--- src/rtl/cic_interp.sv ---
// Integer-ratio CIC interpolator: low-rate comb section, zero-stuffing,
// high-rate integrator section, then shift and saturate.
module cic_interp #(
    parameter int DATA_WIDTH_I        = 16,
    parameter int DATA_WIDTH_O        = 12,
    parameter int REGISTER_WIDTH      = 56,
    parameter int INTERPOLATION_RATIO = 1625,
    parameter int STAGES              = 3,
    parameter int OUT_SHIFT           = 26
) (
    input  logic                    clk,
    input  logic                    reset,
    input  logic                    clk_enable,
    input  logic [DATA_WIDTH_I-1:0] filter_in,
    input  logic                    in_valid,
    output logic                    in_ready,
    output logic [DATA_WIDTH_O-1:0] filter_out,
    output logic                    ce_out,
    output logic                    underrun
);

    localparam int PW = $clog2(INTERPOLATION_RATIO);

    typedef logic signed [REGISTER_WIDTH-1:0] reg_t;

    localparam reg_t MAXV = (reg_t'(1) <<< (DATA_WIDTH_O - 1)) - reg_t'(1);
    localparam reg_t MINV = -(reg_t'(1) <<< (DATA_WIDTH_O - 1));

    logic [PW-1:0] phase;
    reg_t          d     [STAGES];
    reg_t          c     [STAGES+1];
    reg_t          integ [STAGES];
    reg_t          z;
    reg_t          s;
    logic [DATA_WIDTH_O-1:0] sat;

    assign in_ready = (phase == '0);

    // Comb chain is only consumed on the slot tick; an empty slot feeds 0.
    always_comb begin
        c[0] = in_valid ? reg_t'($signed(filter_in)) : '0;
        for (int k = 1; k <= STAGES; k++) begin
            c[k] = c[k-1] - d[k-1];
        end
    end

    always_comb begin
        s   = integ[STAGES-1] >>> OUT_SHIFT;
        sat = s[DATA_WIDTH_O-1:0];
        if (s > MAXV) begin
            sat = MAXV[DATA_WIDTH_O-1:0];
        end else if (s < MINV) begin
            sat = MINV[DATA_WIDTH_O-1:0];
        end
    end

    always_ff @(posedge clk) begin
        if (reset) begin
            phase      <= '0;
            z          <= '0;
            filter_out <= '0;
            ce_out     <= 1'b0;
            underrun   <= 1'b0;
            for (int k = 0; k < STAGES; k++) begin
                d[k]     <= '0;
                integ[k] <= '0;
            end
        end else begin
            ce_out <= clk_enable;
            if (clk_enable) begin
                if (phase == PW'(INTERPOLATION_RATIO - 1)) begin
                    phase <= '0;
                end else begin
                    phase <= phase + PW'(1);
                end
                if (phase == '0) begin
                    for (int k = 0; k < STAGES; k++) begin
                        d[k] <= c[k];
                    end
                    z <= c[STAGES];
                    if (!in_valid) begin
                        underrun <= 1'b1;
                    end
                end else begin
                    z <= '0;
                end
                // Integrators wrap modulo 2^REGISTER_WIDTH by design.
                integ[0] <= integ[0] + z;
                for (int j = 1; j < STAGES; j++) begin
                    integ[j] <= integ[j] + integ[j-1];
                end
                filter_out <= sat;
            end
        end
    end

endmodule

--- config.mk ---
export PLATFORM = sky130hd
export DESIGN_NAME = cic_interp
export DESIGN_NICKNAME = d
export VERILOG_FILES = /design/src/rtl/cic_interp.sv
export SDC_FILE = /design/constraint.sdc
export NUM_CORES = 1
export LEC_CHECK = 0
export CAP_MARGIN = 20
export CORE_MARGIN = 2
export CORE_UTILIZATION = 70
export CTS_CLUSTER_DIAMETER = 100
export DETAILED_ROUTE_END_ITERATION = 7
export PLACE_DENSITY = 0.88
export SYNTH_ARGS = -nofsm -noshare
export SYNTH_HDL_FRONTEND = slang
export SYNTH_SLANG_ARGS = --single-unit
--- constraint.sdc ---
create_clock -name clk -period 18.03 [get_ports clk]
set_input_delay 1.803 -clock clk [delete_from_list [all_inputs] [get_ports clk]]
set_output_delay 1.803 -clock clk [all_outputs]
set_load 0.05 [all_outputs]
# Word level (Yosys, flattened, before mapping)
# Memories as Yosys holds them, arrays and structs flattened.
# Cells that the tools add are included.
# word_totals
ff_bits	81
latchBits	0
ramBits	336
rom_bits	0
inputBits	20
output_inout_bits	15
elab_cells	46
n_memories	2
# mem_list
memory	words	word_bits	read_ports	rd_ports_with_merged_regs	write_ports	line	text
d	3	56	3	0	3	30	reg_t d [STAGES];
integ	3	56	3	0	3	32	reg_t integ [STAGES];
# classes
n_addsub	7
mul	0
div_mod_pow	0
order_cmp	2
eq_ne	1
shift	0
muxes	20
bitwise_logic	7
n_reduce_logical	2
# op_table
operator	n
56-bit 2-to-1 mux	8
56-bit adder	3
56-bit subtractor	3
30-bit by 12-bit > comparator with 1-bit output (second input constant)	1
30-bit by 12-bit < comparator with 1-bit output (second input constant)	1
12-bit 2-to-1 mux	2
11-bit by 1-bit adder with 11-bit output (second input constant)	1
11-bit == test (second input constant)	1
11-bit logical NOT	1
11-bit 2-to-1 mux	1
1-bit 2-to-1 mux	9
1-bit bitwise OR	6
3-bit AND reduction	1
1-bit inverter	1

# Depth between registers and ports, before layout
# logic_depth
depth_word	6
mapped_depth	41

# Worst setup path after synthesis
# No wires, ideal clock.
# synth_path
path_kind	input -> register
from	input in_valid
to	register z[54]
setup_time_ns	0.124
arrival_time_ns	8.992
t_required_ns	17.906
setup_slack_ns	8.913
path_stages	40
path_cell_list	clkbuf_1 > nand2_1 > ha_1 > inv_1 > fa_1 > a21o_1 > a21oi_1 > o21ai_0 > a21oi_1 > o21bai_1 > a41oi_1 > a211o_1 > nor2_1 > o21a_1 > o21ai_0 > nand2b_1 > fa_1 > ha_1 > [... 4 more ...] > a31oi_1 > o21ai_0 > a31oi_1 > o21ai_0 > a21o_1 > xor2_1 > ha_1 > a21o_1 > a21o_1 > a21oi_1 > nand2_1 > o31ai_1 > o211a_1 > o221a_2 > o21ai_1 > a311oi_1 > xor2_1 > o21ai_1
# synth_rtl
item	line	text
start, declared	15	input logic in_valid,
end signal, assigned	80	z <= c[STAGES];
end, declared	33	reg_t z;

==> key figures <==
Timing
  • Pins over their slew limit: 0
  • Rel. slew slack: 30.6%
  • Clock period minus final worst setup slack: 10.65 ns
  • Final total negative setup slack: 0 ns
  • Fin Clk Skew: 0.0298 ns
  • Unrepaired setup endpoints after global routing: no
  • Number of failing hold endpoints at the final stage: 0
  • Top achievable clock speed: 93.9 MHz
  • Slew at the pin closest to its max-slew limit: 1.04 ns
  • Final Cycle Share: 59.1%
  • Setup-failing EPs final: 0

Finish
  • Area Overhead vs Synth: 6.88%
  • Number of antenna repair diodes: 0
  • Seq. cell area: 0.0105 mm^2
  • Area of the multi-input gates: 0.0183 mm^2
  • Layout cell share with drive strength beyond 1: 3.46%
  • Fill count: 2,910
  • Top library cells by usage in the layout, fill and taps aside: sky130_fd_sc_hd__nor2_1 (337), sky130_fd_sc_hd__a21oi_1 (330), sky130_fd_sc_hd__nand2_1 (295)
  • Leading cell type in the layout, fill and taps excluded: sky130_fd_sc_hd__nor2_1
  • Final nets: 3,736
  • Finished Layout Cells: 3,982

Placed design
  • Last weighted congestion value of the routability-driven placer: 0.972
  • Cell count after placement: 3,902
  • Post-DP HPWL: 53.4 mm
  • Number of port buffers: 34

Setup path
  • Max incr delay on CP: 0.66 ns
  • Arrival @ worst endpoint: 11.09 ns
  • Critical Path End Type: flop
  • Cell with the biggest individual delay on the critical path: sky130_fd_sc_hd__clkdlybuf4s50_1
  • Critical path's top delay family: compound AO/OA/AOI/OAI gates
  • Worst-path fanout max: 17
  • Number of buffers and inverters on the critical path: 2
  • Crit path required time: 18.47 ns
  • Logic depth of the worst path, buffers included: 39
  • Cell occurring most often along the worst timing path: sky130_fd_sc_hd__a21o_1
  • Reg-to-reg slack, setup: 9.18 ns
  • Length in cells of the worst reg-to-reg path: 37
  • Worst Setup Path Type: input port to flop
  • Kind of start point of the critical path: input port

Logic synthesis
  • Number of warning messages in the yosys log: 0
  • Syn Std Cell Area: 0.0301 mm^2
  • Post-synth EDFFs: 294
  • Synthesis-stage register bit count: 375
  • Synthesized netlist net count: 3,789
  • Post-synthesis cell count: 3,463
  • Share of flip-flops with an asynchronous set or reset after synthesis: 0%
  • Predominant post-synthesis flop cell: sky130_fd_sc_hd__edfxtp_1
  • Sequential area share after synthesis: 34.7%
  • Synthesized area divided by synthesized cell count: 8.69 um^2
  • Netlist cell types: 91

Clocking
  • Clock network latency to the later pin of the worst-skew pair: 0.58 ns
  • Master cell of the clock root buffer: sky130_fd_sc_hd__clkbuf_16
  • CTS hold repair buffers: 0
  • Maximum buffer depth of the clock tree: 3
  • Number of buffers added by the clock tree synthesis step: 44
  • CTS H-Tree Depth: 2
  • Clock-pin slew on the worst setup and hold paths: 0.06 ns
  • CTS tree: built
  • Post CTS Setup Buffer Count: 0
  • Number of clock sinks seen by CTS: 375
  • Post-CTS Resized: 0

Drt
  • Number of DRC violations after detailed-routing iteration 0: 2,324
  • Number of DRC violations after detailed routing: 0
  • DR pass1 iterations: 6
  • Via total after detailed routing: 25,200
  • Average routed wire per standard cell: 18.0 um
  • Routed wire length: 71.6 mm
  • Vias per inst: 6.32
  • Residual antenna-violating net count after detailed routing: 0

Floorplanning
  • Placement row count: 75
  • Core Region: 0.0422 mm^2
  • Total die area: 0.0447 mm^2
  • Height of the chip: 211 um
  • Ports: 35
  • Initial core utilization: 71.3%
  • Width of the die: 211 um

Pwr
  • Sw power: 0.00211 W
  • Clock power frac: 18.7%
  • Power density of the placed cells: 152 mW/mm^2
  • Cell internal pwr: 0.00277 W
  • Switching fraction of total power: 43.3%
  • Leakage power total: 13.7 nW
  • Sequential group share of total power: 24.9%
  • Combinational group share of total power: 56.5%
  • Peak VDD IR: 0.000118 V

Run
  • Count of maximum capacitance violations: 0

Run status
  • Run status: completed

Worst hold path
  • Worst min path class: flop to flop
  • Cell depth of the worst min-delay path: 2

GRT
  • Residual overflow from global routing: 0
  • GRT Resource Usage Total: 32.3%
  • Pin count of the biggest net entering global routing: 100
  • Vias in the first global route: 24,200
  • First-pass GRT wire length: 118 mm
  • Initial antenna violation count: 0
[Yosys cell counts, types with 56 or more instances]
cell type                  count  area share, %
sky130_fd_sc_hd__a21o_1      149            3.7
sky130_fd_sc_hd__a21oi_1     330            5.5
sky130_fd_sc_hd__and2_1      143            3.0
sky130_fd_sc_hd__clkbuf_1    138            1.7
sky130_fd_sc_hd__dfxtp_1      81            5.4
sky130_fd_sc_hd__edfxtp_1    294             29
sky130_fd_sc_hd__ha_1        291             12
sky130_fd_sc_hd__inv_1       210            2.6
sky130_fd_sc_hd__nand2_1     296            3.7
sky130_fd_sc_hd__nand3_1      60            1.0
sky130_fd_sc_hd__nand4_1      66            1.4
sky130_fd_sc_hd__nor2_1      338            4.2
sky130_fd_sc_hd__nor2b_1      56            1.2
sky130_fd_sc_hd__o21ai_0     202            3.4
sky130_fd_sc_hd__xnor2_1     142            4.1
sky130_fd_sc_hd__xor2_1      126            3.7
[cells by family (layout without fill, tap and decap cells)]
| group | count (synthesis) | count (layout) | share of synthesized area [%] |
|---|---|---|---|
| compound gates | 1014 | 1014 | 21.5 |
| xor+xnor | 268 | 268 | 7.80 |
| fa+ha+maj | 306 | 306 | 13.1 |
| buf+inv | 356 | 336 | 4.46 |
| flops | 375 | 375 | 34.7 |
| mux | 5 | 5 | 0.166 |
| simple gates | 1139 | 1139 | 18.3 |
[flip-flops by register name (all words and copies together), names as in the netlist]
signal	flops
ce_out	1
d	126
filter_out	12
integ	168
phase	11
underrun	1
z	56
[path summary, 6_finish.rpt]
check / from / end
worst min-delay path: filter_out[0] / filter_out[0]
worst min register to register: filter_out[0] / filter_out[0]
worst max-delay path: in_valid / z[54]
worst max register to register: d[0][0] / z[54]
[metrics by stage]
| step | hold WS [ns] | instance area (um^2) | power (W) | setup slack (ns) | util, % |
|---|---|---|---|---|---|
| 6_report | 0.449 | 32200 | 0.00489 | 7.38 | 76.2 |
| 3_3_place_gp | 0.433 | 30700 | 0.00381 | 7.33 | 72.7 |
| 4_1_cts | 0.454 | 32200 | 0.00483 | 7.50 | 76.2 |
| 2_1_floorplan | 0.432 | 30100 | 0.00333 | 8.91 | - |
| 5_1_grt | 0.478 | 32200 | 0.00524 | 6.60 | 76.2 |
| 3_5_place_dp | 0.441 | 30700 | 0.00389 | 6.94 | 72.7 |
[power by group through the flow]
stage	clock (W)	sequential [W]	combinational (W)
finish	0.000913	0.00121	0.00276
global route	0.000958	0.00123	0.00305
CTS	0.000924	0.00121	0.00269
detailed placement	0	0.00123	0.00267
global placement	0	0.00122	0.00259
floorplan	0	0.00120	0.00213
[area by class of cell]
cell class,count,share of cell area [%]
Clock buffer,55,3.74
Multi-Input combinational cell,2732,57.0
Timing Repair Buffer,47,1.35
Sequential cell,375,32.5
Tap cell,539,2.10
Inverter,210,2.47
Clock inverter,24,0.856
[routing by layer]
metal	GRT usage (%)	wire length (um)
met5	0	0
met4	11.3	2330
met3	3.78	4380
met2	54.3	33500
met1	43.5	31400
[worst reg2reg max path, delay by kind of cell, from the launching register on]
family,cells,cell delay (ns)
AND/OR/NAND/NOR,3,0.31
buffers and inverters,1,0.07
AO/OA/AOI/OAI,26,5.93
adder cells (fa/ha/maj),5,1.72
XOR/XNOR,2,0.34
flip-flops,1,0.34
No activity file was read; power rests on OpenSTA's default activity.
